--- config.mk ---
export PLATFORM = sky130hd
export DESIGN_NAME = rca_lsq
export DESIGN_NICKNAME = d
export VERILOG_FILES = /design/src/rtl/rca_lsq_pkg.sv /design/src/rtl/rca_ls_align.sv /design/src/rtl/rca_lsq.sv
export SDC_FILE = /design/constraint.sdc
export NUM_CORES = 1
export LEC_CHECK = 0
export ABC_AREA = 1
export CAP_MARGIN = 20
export CORE_MARGIN = 2
export CORE_UTILIZATION = 37
export DETAILED_ROUTE_END_ITERATION = 10
export GPL_TIMING_DRIVEN = 0
export PLACE_DENSITY_LB_ADDON = 0.08
export SYNTH_ARGS = -nofsm -noshare
export SYNTH_HDL_FRONTEND = slang
export SYNTH_SLANG_ARGS = --single-unit
--- constraint.sdc ---
create_clock -name clk -period 3.8 [get_ports clk]
set_input_delay 0.38 -clock clk [delete_from_list [all_inputs] [get_ports clk]]
set_output_delay 0.38 -clock clk [all_outputs]
set_load 0.005 [all_outputs]
--- src/rtl/rca_lsq_pkg.sv ---
// rtl/rca_lsq_pkg.sv - shared types and constants for the RCA load/store queue
package rca_lsq_pkg;

    localparam int LSQ_XLEN = 32;

    localparam logic [2:0] LS_B  = 3'b000;
    localparam logic [2:0] LS_H  = 3'b001;
    localparam logic [2:0] LS_W  = 3'b010;
    localparam logic [2:0] LS_BU = 3'b100;
    localparam logic [2:0] LS_HU = 3'b101;

    typedef struct packed {
        logic [LSQ_XLEN-1:0] addr;
        logic [LSQ_XLEN-1:0] data;
        logic [2:0]          fn3;
        logic                load;
    } lsq_entry_t;

    typedef enum logic [1:0] {
        IDLE,
        ISSUE,
        WAIT_RD
    } lsq_state_t;

    // Byte offset actually used for an access: halves keep addr[1], words keep none.
    function automatic logic [1:0] eff_offset(input logic [2:0] fn3, input logic [1:0] off);
        case (fn3[1:0])
            2'b00:   return off;
            2'b01:   return {off[1], 1'b0};
            default: return 2'b00;
        endcase
    endfunction

endpackage

--- src/rtl/rca_ls_align.sv ---
// rtl/rca_ls_align.sv - byte-lane steering for stores and extraction/extension for loads
module rca_ls_align
    import rca_lsq_pkg::*;
(
    input  logic [2:0]          st_fn3_i,
    input  logic [1:0]          st_offset_i,
    input  logic [LSQ_XLEN-1:0] st_data_i,
    output logic [3:0]          be_o,
    output logic [LSQ_XLEN-1:0] wdata_o,
    input  logic [2:0]          ld_fn3_i,
    input  logic [1:0]          ld_offset_i,
    input  logic [LSQ_XLEN-1:0] rdata_i,
    output logic [LSQ_XLEN-1:0] ldata_o
);

    logic [1:0]          st_off;
    logic [1:0]          ld_off;
    logic [LSQ_XLEN-1:0] shifted;

    assign st_off  = eff_offset(st_fn3_i, st_offset_i);
    assign ld_off  = eff_offset(ld_fn3_i, ld_offset_i);
    assign shifted = rdata_i >> {ld_off, 3'b000};

    always_comb begin
        be_o    = 4'b1111;
        wdata_o = st_data_i;
        case (st_fn3_i)
            LS_B: begin
                be_o    = 4'b0001 << st_off;
                wdata_o = {4{st_data_i[7:0]}};
            end
            LS_H: begin
                be_o    = 4'b0011 << st_off;
                wdata_o = {2{st_data_i[15:0]}};
            end
            default: ;
        endcase
    end

    always_comb begin
        ldata_o = shifted;
        case (ld_fn3_i)
            LS_B:    ldata_o = {{(LSQ_XLEN-8){shifted[7]}}, shifted[7:0]};
            LS_H:    ldata_o = {{(LSQ_XLEN-16){shifted[15]}}, shifted[15:0]};
            LS_BU:   ldata_o = {{(LSQ_XLEN-8){1'b0}}, shifted[7:0]};
            LS_HU:   ldata_o = {{(LSQ_XLEN-16){1'b0}}, shifted[15:0]};
            default: ;
        endcase
    end

endmodule

--- src/rtl/rca_lsq.sv ---
// rtl/rca_lsq.sv - in-order load/store queue between the RCA LS unit and the data memory port
module rca_lsq
    import rca_lsq_pkg::*;
#(
    parameter int DEPTH = 4,
    parameter int XLEN  = LSQ_XLEN
) (
    input  logic            clk,
    input  logic            rst,
    input  logic [XLEN-1:0] addr,
    input  logic [XLEN-1:0] data,
    input  logic [2:0]      fn3,
    input  logic            load,
    input  logic            store,
    input  logic            new_request,
    output logic            lsq_full,
    output logic [XLEN-1:0] load_data,
    output logic            load_complete,
    output logic [XLEN-1:0] mem_addr,
    output logic [XLEN-1:0] mem_wdata,
    output logic [3:0]      mem_be,
    output logic            mem_rd,
    output logic            mem_wr,
    input  logic            mem_ack,
    input  logic [XLEN-1:0] mem_rdata,
    input  logic            mem_rvalid
);

    localparam int PW = $clog2(DEPTH);
    localparam int CW = PW + 1;

    lsq_entry_t      entries_q [DEPTH];
    logic [PW-1:0]   wr_ptr_q;
    logic [PW-1:0]   rd_ptr_q;
    logic [PW-1:0]   nxt_ptr;
    logic [CW-1:0]   count_q;
    logic [CW-1:0]   count_d;
    lsq_state_t      state_q;
    lsq_state_t      state_d;
    logic            full_q;
    logic [XLEN-1:0] mem_addr_q;
    logic [XLEN-1:0] mem_addr_d;
    logic [XLEN-1:0] mem_wdata_q;
    logic [XLEN-1:0] mem_wdata_d;
    logic [3:0]      mem_be_q;
    logic [3:0]      mem_be_d;
    logic            mem_rd_q;
    logic            mem_rd_d;
    logic            mem_wr_q;
    logic            mem_wr_d;
    logic            load_complete_q;
    logic            load_complete_d;
    logic [XLEN-1:0] load_data_q;
    logic [XLEN-1:0] load_data_d;
    logic [2:0]      cur_fn3_q;
    logic [2:0]      cur_fn3_d;
    logic [1:0]      cur_off_q;
    logic [1:0]      cur_off_d;
    logic            push;
    logic            pop;
    logic            start;
    lsq_entry_t      sel_entry;
    logic [3:0]      st_be;
    logic [XLEN-1:0] st_wdata;
    logic [XLEN-1:0] ld_data;

    // A strobe with neither load nor store set carries no memory operation.
    assign push    = new_request && !full_q && (load || store);
    assign nxt_ptr = rd_ptr_q + PW'(1);

    // In ISSUE the head is being popped this cycle, so the next issue comes from head+1.
    assign sel_entry = (state_q == ISSUE) ? entries_q[nxt_ptr] : entries_q[rd_ptr_q];

    rca_ls_align u_align (
        .st_fn3_i    (sel_entry.fn3),
        .st_offset_i (sel_entry.addr[1:0]),
        .st_data_i   (sel_entry.data),
        .be_o        (st_be),
        .wdata_o     (st_wdata),
        .ld_fn3_i    (cur_fn3_q),
        .ld_offset_i (cur_off_q),
        .rdata_i     (mem_rdata),
        .ldata_o     (ld_data)
    );

    always_comb begin
        state_d         = state_q;
        pop             = 1'b0;
        start           = 1'b0;
        mem_addr_d      = mem_addr_q;
        mem_wdata_d     = mem_wdata_q;
        mem_be_d        = mem_be_q;
        mem_rd_d        = mem_rd_q;
        mem_wr_d        = mem_wr_q;
        load_complete_d = 1'b0;
        load_data_d     = load_data_q;
        cur_fn3_d       = cur_fn3_q;
        cur_off_d       = cur_off_q;

        case (state_q)
            IDLE: begin
                if (count_q != '0) begin
                    state_d = ISSUE;
                    start   = 1'b1;
                end
            end
            ISSUE: begin
                if (mem_ack) begin
                    pop = 1'b1;
                    if (mem_rd_q) begin
                        state_d  = WAIT_RD;
                        mem_rd_d = 1'b0;
                    end else begin
                        mem_wr_d = 1'b0;
                        if (count_q != CW'(1)) start = 1'b1;
                        else state_d = IDLE;
                    end
                end
            end
            WAIT_RD: begin
                if (mem_rvalid) begin
                    load_complete_d = 1'b1;
                    load_data_d     = ld_data;
                    if (count_q != '0) begin
                        state_d = ISSUE;
                        start   = 1'b1;
                    end else begin
                        state_d = IDLE;
                    end
                end
            end
            default: state_d = IDLE;
        endcase

        if (start) begin
            mem_addr_d  = {sel_entry.addr[XLEN-1:2], 2'b00};
            mem_wdata_d = st_wdata;
            mem_be_d    = st_be;
            mem_rd_d    = sel_entry.load;
            mem_wr_d    = !sel_entry.load;
            cur_fn3_d   = sel_entry.fn3;
            cur_off_d   = sel_entry.addr[1:0];
        end

        count_d = count_q + CW'(push) - CW'(pop);
    end

    always_ff @(posedge clk or negedge rst) begin
        if (!rst) begin
            wr_ptr_q        <= '0;
            rd_ptr_q        <= '0;
            count_q         <= '0;
            full_q          <= 1'b0;
            state_q         <= IDLE;
            mem_addr_q      <= '0;
            mem_wdata_q     <= '0;
            mem_be_q        <= '0;
            mem_rd_q        <= 1'b0;
            mem_wr_q        <= 1'b0;
            load_complete_q <= 1'b0;
            load_data_q     <= '0;
            cur_fn3_q       <= '0;
            cur_off_q       <= '0;
        end else begin
            if (push) wr_ptr_q <= wr_ptr_q + PW'(1);
            if (pop)  rd_ptr_q <= nxt_ptr;
            count_q         <= count_d;
            full_q          <= (count_d == CW'(DEPTH));
            state_q         <= state_d;
            mem_addr_q      <= mem_addr_d;
            mem_wdata_q     <= mem_wdata_d;
            mem_be_q        <= mem_be_d;
            mem_rd_q        <= mem_rd_d;
            mem_wr_q        <= mem_wr_d;
            load_complete_q <= load_complete_d;
            load_data_q     <= load_data_d;
            cur_fn3_q       <= cur_fn3_d;
            cur_off_q       <= cur_off_d;
        end
    end

    always_ff @(posedge clk) begin
        if (push) entries_q[wr_ptr_q] <= '{addr: addr, data: data, fn3: fn3, load: load};
    end

    assign lsq_full      = full_q;
    assign load_data     = load_data_q;
    assign load_complete = load_complete_q;
    assign mem_addr      = mem_addr_q;
    assign mem_wdata     = mem_wdata_q;
    assign mem_be        = mem_be_q;
    assign mem_rd        = mem_rd_q;
    assign mem_wr        = mem_wr_q;

endmodule

==> metrics.txt <==
via count of the first global-routing pass 15400; critical path's most frequent cell sky130_fd_sc_hd__inv_1; post_cts resized 0; largest stage delay on the critical path ~0.41 ns; core region area 0.0501 mm²; port buffer count approximately 210; depth of the CTS H-tree 2; transition time of the tightest slew-check pin 0.846 ns; DR iter-0 viols between 1000 and 1500; die boundary height roughly 230 µm; Clock Path Buffers 3; number of antenna violations at the first check in global routing 0; number of placed cells counting well taps approximately 2900; Mapped Avg Cell Area about 9.4 µm²; remaining max-slew budget at the tightest pin 43.6%; worst IR drop on VDD around 0.00039 V; Worst EP required 4.31 ns; Bufs and invs on worst path 6; final setup margin around 0.77 ns; final-layout fill cell count 4843; remaining routing DRC violations 0; post-layout instance area between 0.02 and 0.025 mm²; R2R depth 15; drt first pass iters 5; Post-Layout Cell Count 2970; crit-path cells inv_1 > nand2_2 > buf_4 > buf_6 > buf_2 > nor2_2 > ha_1 > inv_1 > ha_1 > inv_1 > fa_1 > xnor2_1 > xnor2_1 > nand2_1 > nor2_1; Post-Synthesis Cell Area between 0.015 and 0.02 mm²; final core occ 46.6%; post-route clock period utilization roughly 80%; Total Power Consumption around 22 mW; latest clock arrival within the worst-skew pair 0.59 ns; leading register cell type out of synthesis sky130_fd_sc_hd__edfxtp_1; status finished, final reports clean; worst setup timing slack at the placement stage about 0.24 ns; DPL Wire Length 46.2 mm; area overhead of the layout relative to synthesis 24.5%; Worst Hold Class input port to asynchronous set/reset pin; maximum number of pins on one net before global-route repair 62; x dimension of the die 229 µm; endpoints failing hold 0; clk sinks ~390; unrepaired setup endpoints after global routing no; Synth Warn # 0; TritonCTS clock tree yes; biggest area contributors in the synthesized netlist sky130_fd_sc_hd__edfxtp_1 (44%), sky130_fd_sc_hd__dfrtp_1 (16%), sky130_fd_sc_hd__nand2_1 (10%), sky130_fd_sc_hd__o21ai_0 (4.9%), sky130_fd_sc_hd__nand3_1 (3.6%); synth unique cells 46; Critical Path Slowest Stage Cell sky130_fd_sc_hd__fa_1; final layout net count about 2400; Post-Route Skew around 0.023 ns; multi-input logic area between 0.006 and 0.007 mm²; element type at the critical path end flip-flop; Levels on crit path 15; top fanout value on the critical path 10; Setup-failing EPs final 0; sequential element share of the synthesized area 59.1%; static leakage power 9.48 nW; diode insertion count for antenna repair 0; share of async-settable or async-resettable flops after synthesis between 20% and 30%; site row count 82; Power per Cell Area between 900 and 1000 mW/mm²; final wirelength between 60 and 70 mm; most frequent cells in the layout sky130_fd_sc_hd__nand2_1 (503), sky130_fd_sc_hd__edfxtp_1 (272), sky130_fd_sc_hd__clkdlybuf4s50_1 (206); Storage cell area roughly 0.011 mm²; boundary pin count 210; number of max-capacitance violations reported 0; cell taking the most area after synthesis sky130_fd_sc_hd__edfxtp_1; maximum clock frequency 330 MHz; clock tree root buffer cell sky130_fd_sc_hd__clkbuf_16; area share of the leading cell type in the synthesized netlist ~44%; die area about 0.052 mm²; gate count after technology mapping around 2000; Post-Place Cell Area ~0.022 mm²; overall via count from detail_route about 16000; final weighted congestion of routability-driven global placement 0.883; total global-route track usage between 20% and 30%; number of max-slew violations in the final report 0; clock edge transition at the registers on the reported setup and hold paths roughly 0.060 ns; Hold WS around 0.36 ns; TNS Setup 0 ns; data arrival time of the critical path between 3 and 4 ns; minimum period implied by the final worst setup slack between 3 and 4 ns; Post-synth EDFFs 272; fraction of layout instances using a drive strength above 1 a little over a tenth; detailed-route wire length per cell about 22 µm; start-to-end type of the worst setup path flip-flop to flip-flop; residual antenna-violating net count after detailed routing 0; Largest delay share family, worst path buffers and inverters; most common cell after layout, fill and taps aside sky130_fd_sc_hd__nand2_1; Via-to-Cell Ratio 5.37; CTS buffer count 44; initial core utilization 37.4%; startpoint type of the worst setup path flip-flop; Seq cells post-synth roughly 390; first-pass GRT wire length 97.3 mm; sum of overflow across all layers after global routing 0
cells in the mapped netlist, types with 2 or more instances:
cell                        number
sky130_fd_sc_hd__nand2_1       503
sky130_fd_sc_hd__edfxtp_1      272
sky130_fd_sc_hd__o21ai_0       185
sky130_fd_sc_hd__inv_1         147
sky130_fd_sc_hd__nor2_1        140
sky130_fd_sc_hd__nand3_1       133
sky130_fd_sc_hd__dfrtp_1       116
sky130_fd_sc_hd__a21oi_1       102
sky130_fd_sc_hd__buf_2          71
sky130_fd_sc_hd__o21ai_1        42
sky130_fd_sc_hd__clkbuf_1       30
sky130_fd_sc_hd__or2_2          29
sky130_fd_sc_hd__buf_4          24
sky130_fd_sc_hd__o221ai_1       23
sky130_fd_sc_hd__o211ai_1       22
sky130_fd_sc_hd__a21boi_0       21
sky130_fd_sc_hd__nand4_1        18
sky130_fd_sc_hd__a31oi_1        14
sky130_fd_sc_hd__inv_2          11
sky130_fd_sc_hd__a22oi_1         8
sky130_fd_sc_hd__buf_6           8
sky130_fd_sc_hd__nand2_2         8
sky130_fd_sc_hd__nand3b_1        8
sky130_fd_sc_hd__o2111ai_1       7
sky130_fd_sc_hd__a2bb2oi_1       6
sky130_fd_sc_hd__and2_1          6
sky130_fd_sc_hd__ha_1            6
sky130_fd_sc_hd__nor2_2          4
sky130_fd_sc_hd__o22ai_1         4
sky130_fd_sc_hd__nor3_2          3
sky130_fd_sc_hd__buf_1           2
sky130_fd_sc_hd__mux2i_1         2
sky130_fd_sc_hd__nor2_4          2
sky130_fd_sc_hd__nor3_1          2
sky130_fd_sc_hd__o31ai_1         2
sky130_fd_sc_hd__xnor2_1         2
sky130_fd_sc_hd__xor2_1          2
repair_timing:
action / in CTS / in global routing
hold buffers: 1 / 0
endpoints found under the hold margin: 55 / 0
buffers inserted: 0 / 0
report_power, final:
part	leakage [nW]	internal, mW	switching, mW	total [mW]
sequential	3.86	5.67	0.565	6.23
combinational	4.98	3.90	7.51	11.4
clock	0.652	2.29	1.72	4.01
final timing paths:
path | start | endpoint | slack, ns
worst max-delay path | state_q[1] | lsq_full | 0.77
worst min-delay path | rst | mem_wdata[4] | 0.36
worst max register to register | state_q[1] | lsq_full | 0.77
worst min register to register | mem_wdata[21] | mem_wdata[21] | 0.49
max in group asynchronous | rst | mem_addr[16] | 2.66
min in group clk | addr[29] | entries_q[2][65] | 0.42
cells by family after synthesis:
kind of cell	count (synthesis)	synth area share [%]
xor+xnor	4	0.187
compound gates	440	13.4
buf+inv	293	7.15
mux	2	0.107
fa+ha+maj	7	0.508
flops	388	59.1
simple gates	859	19.5
other cells	1	0.0200
final cells by class:
cell class	count	share of cell area (%)
sequential	388	47.5
multi-input combinational	1314	27.2
timing repair buffer	222	10.2
clock buffer	63	5.21
tap	672	3.61
buffer	135	3.20
inverter	158	2.54
clock inverter	18	0.505
sequential cells by signal (all words and copies together), names as in the netlist:
| signal | count |
|---|---|
| entries_q | 272 |
| mem_wr | 1 |
| mem_addr | 30 |
| cur_off_q | 2 |
| rd_ptr_q | 2 |
| load_data | 32 |
| lsq_full | 1 |
| mem_wdata | 32 |
| wr_ptr_q | 2 |
| mem_rd | 1 |
| cur_fn3_q | 3 |
| mem_be | 4 |
| state_q | 2 |
| load_complete | 1 |
| count_q | 3 |
routing by layer:
| layer | share of wire, % | up-vias | GRT usage, % |
|---|---|---|---|
| li1 | - | 7346 | - |
| met1 | 42 | 7770 | 33.0 |
| met2 | 47 | 684 | 40.9 |
| met3 | 8.1 | 142 | 4.87 |
| met4 | 2.6 | 0 | 7.63 |
| met5 | 0 | - | 0 |
(Power assumes the default switching activity.)
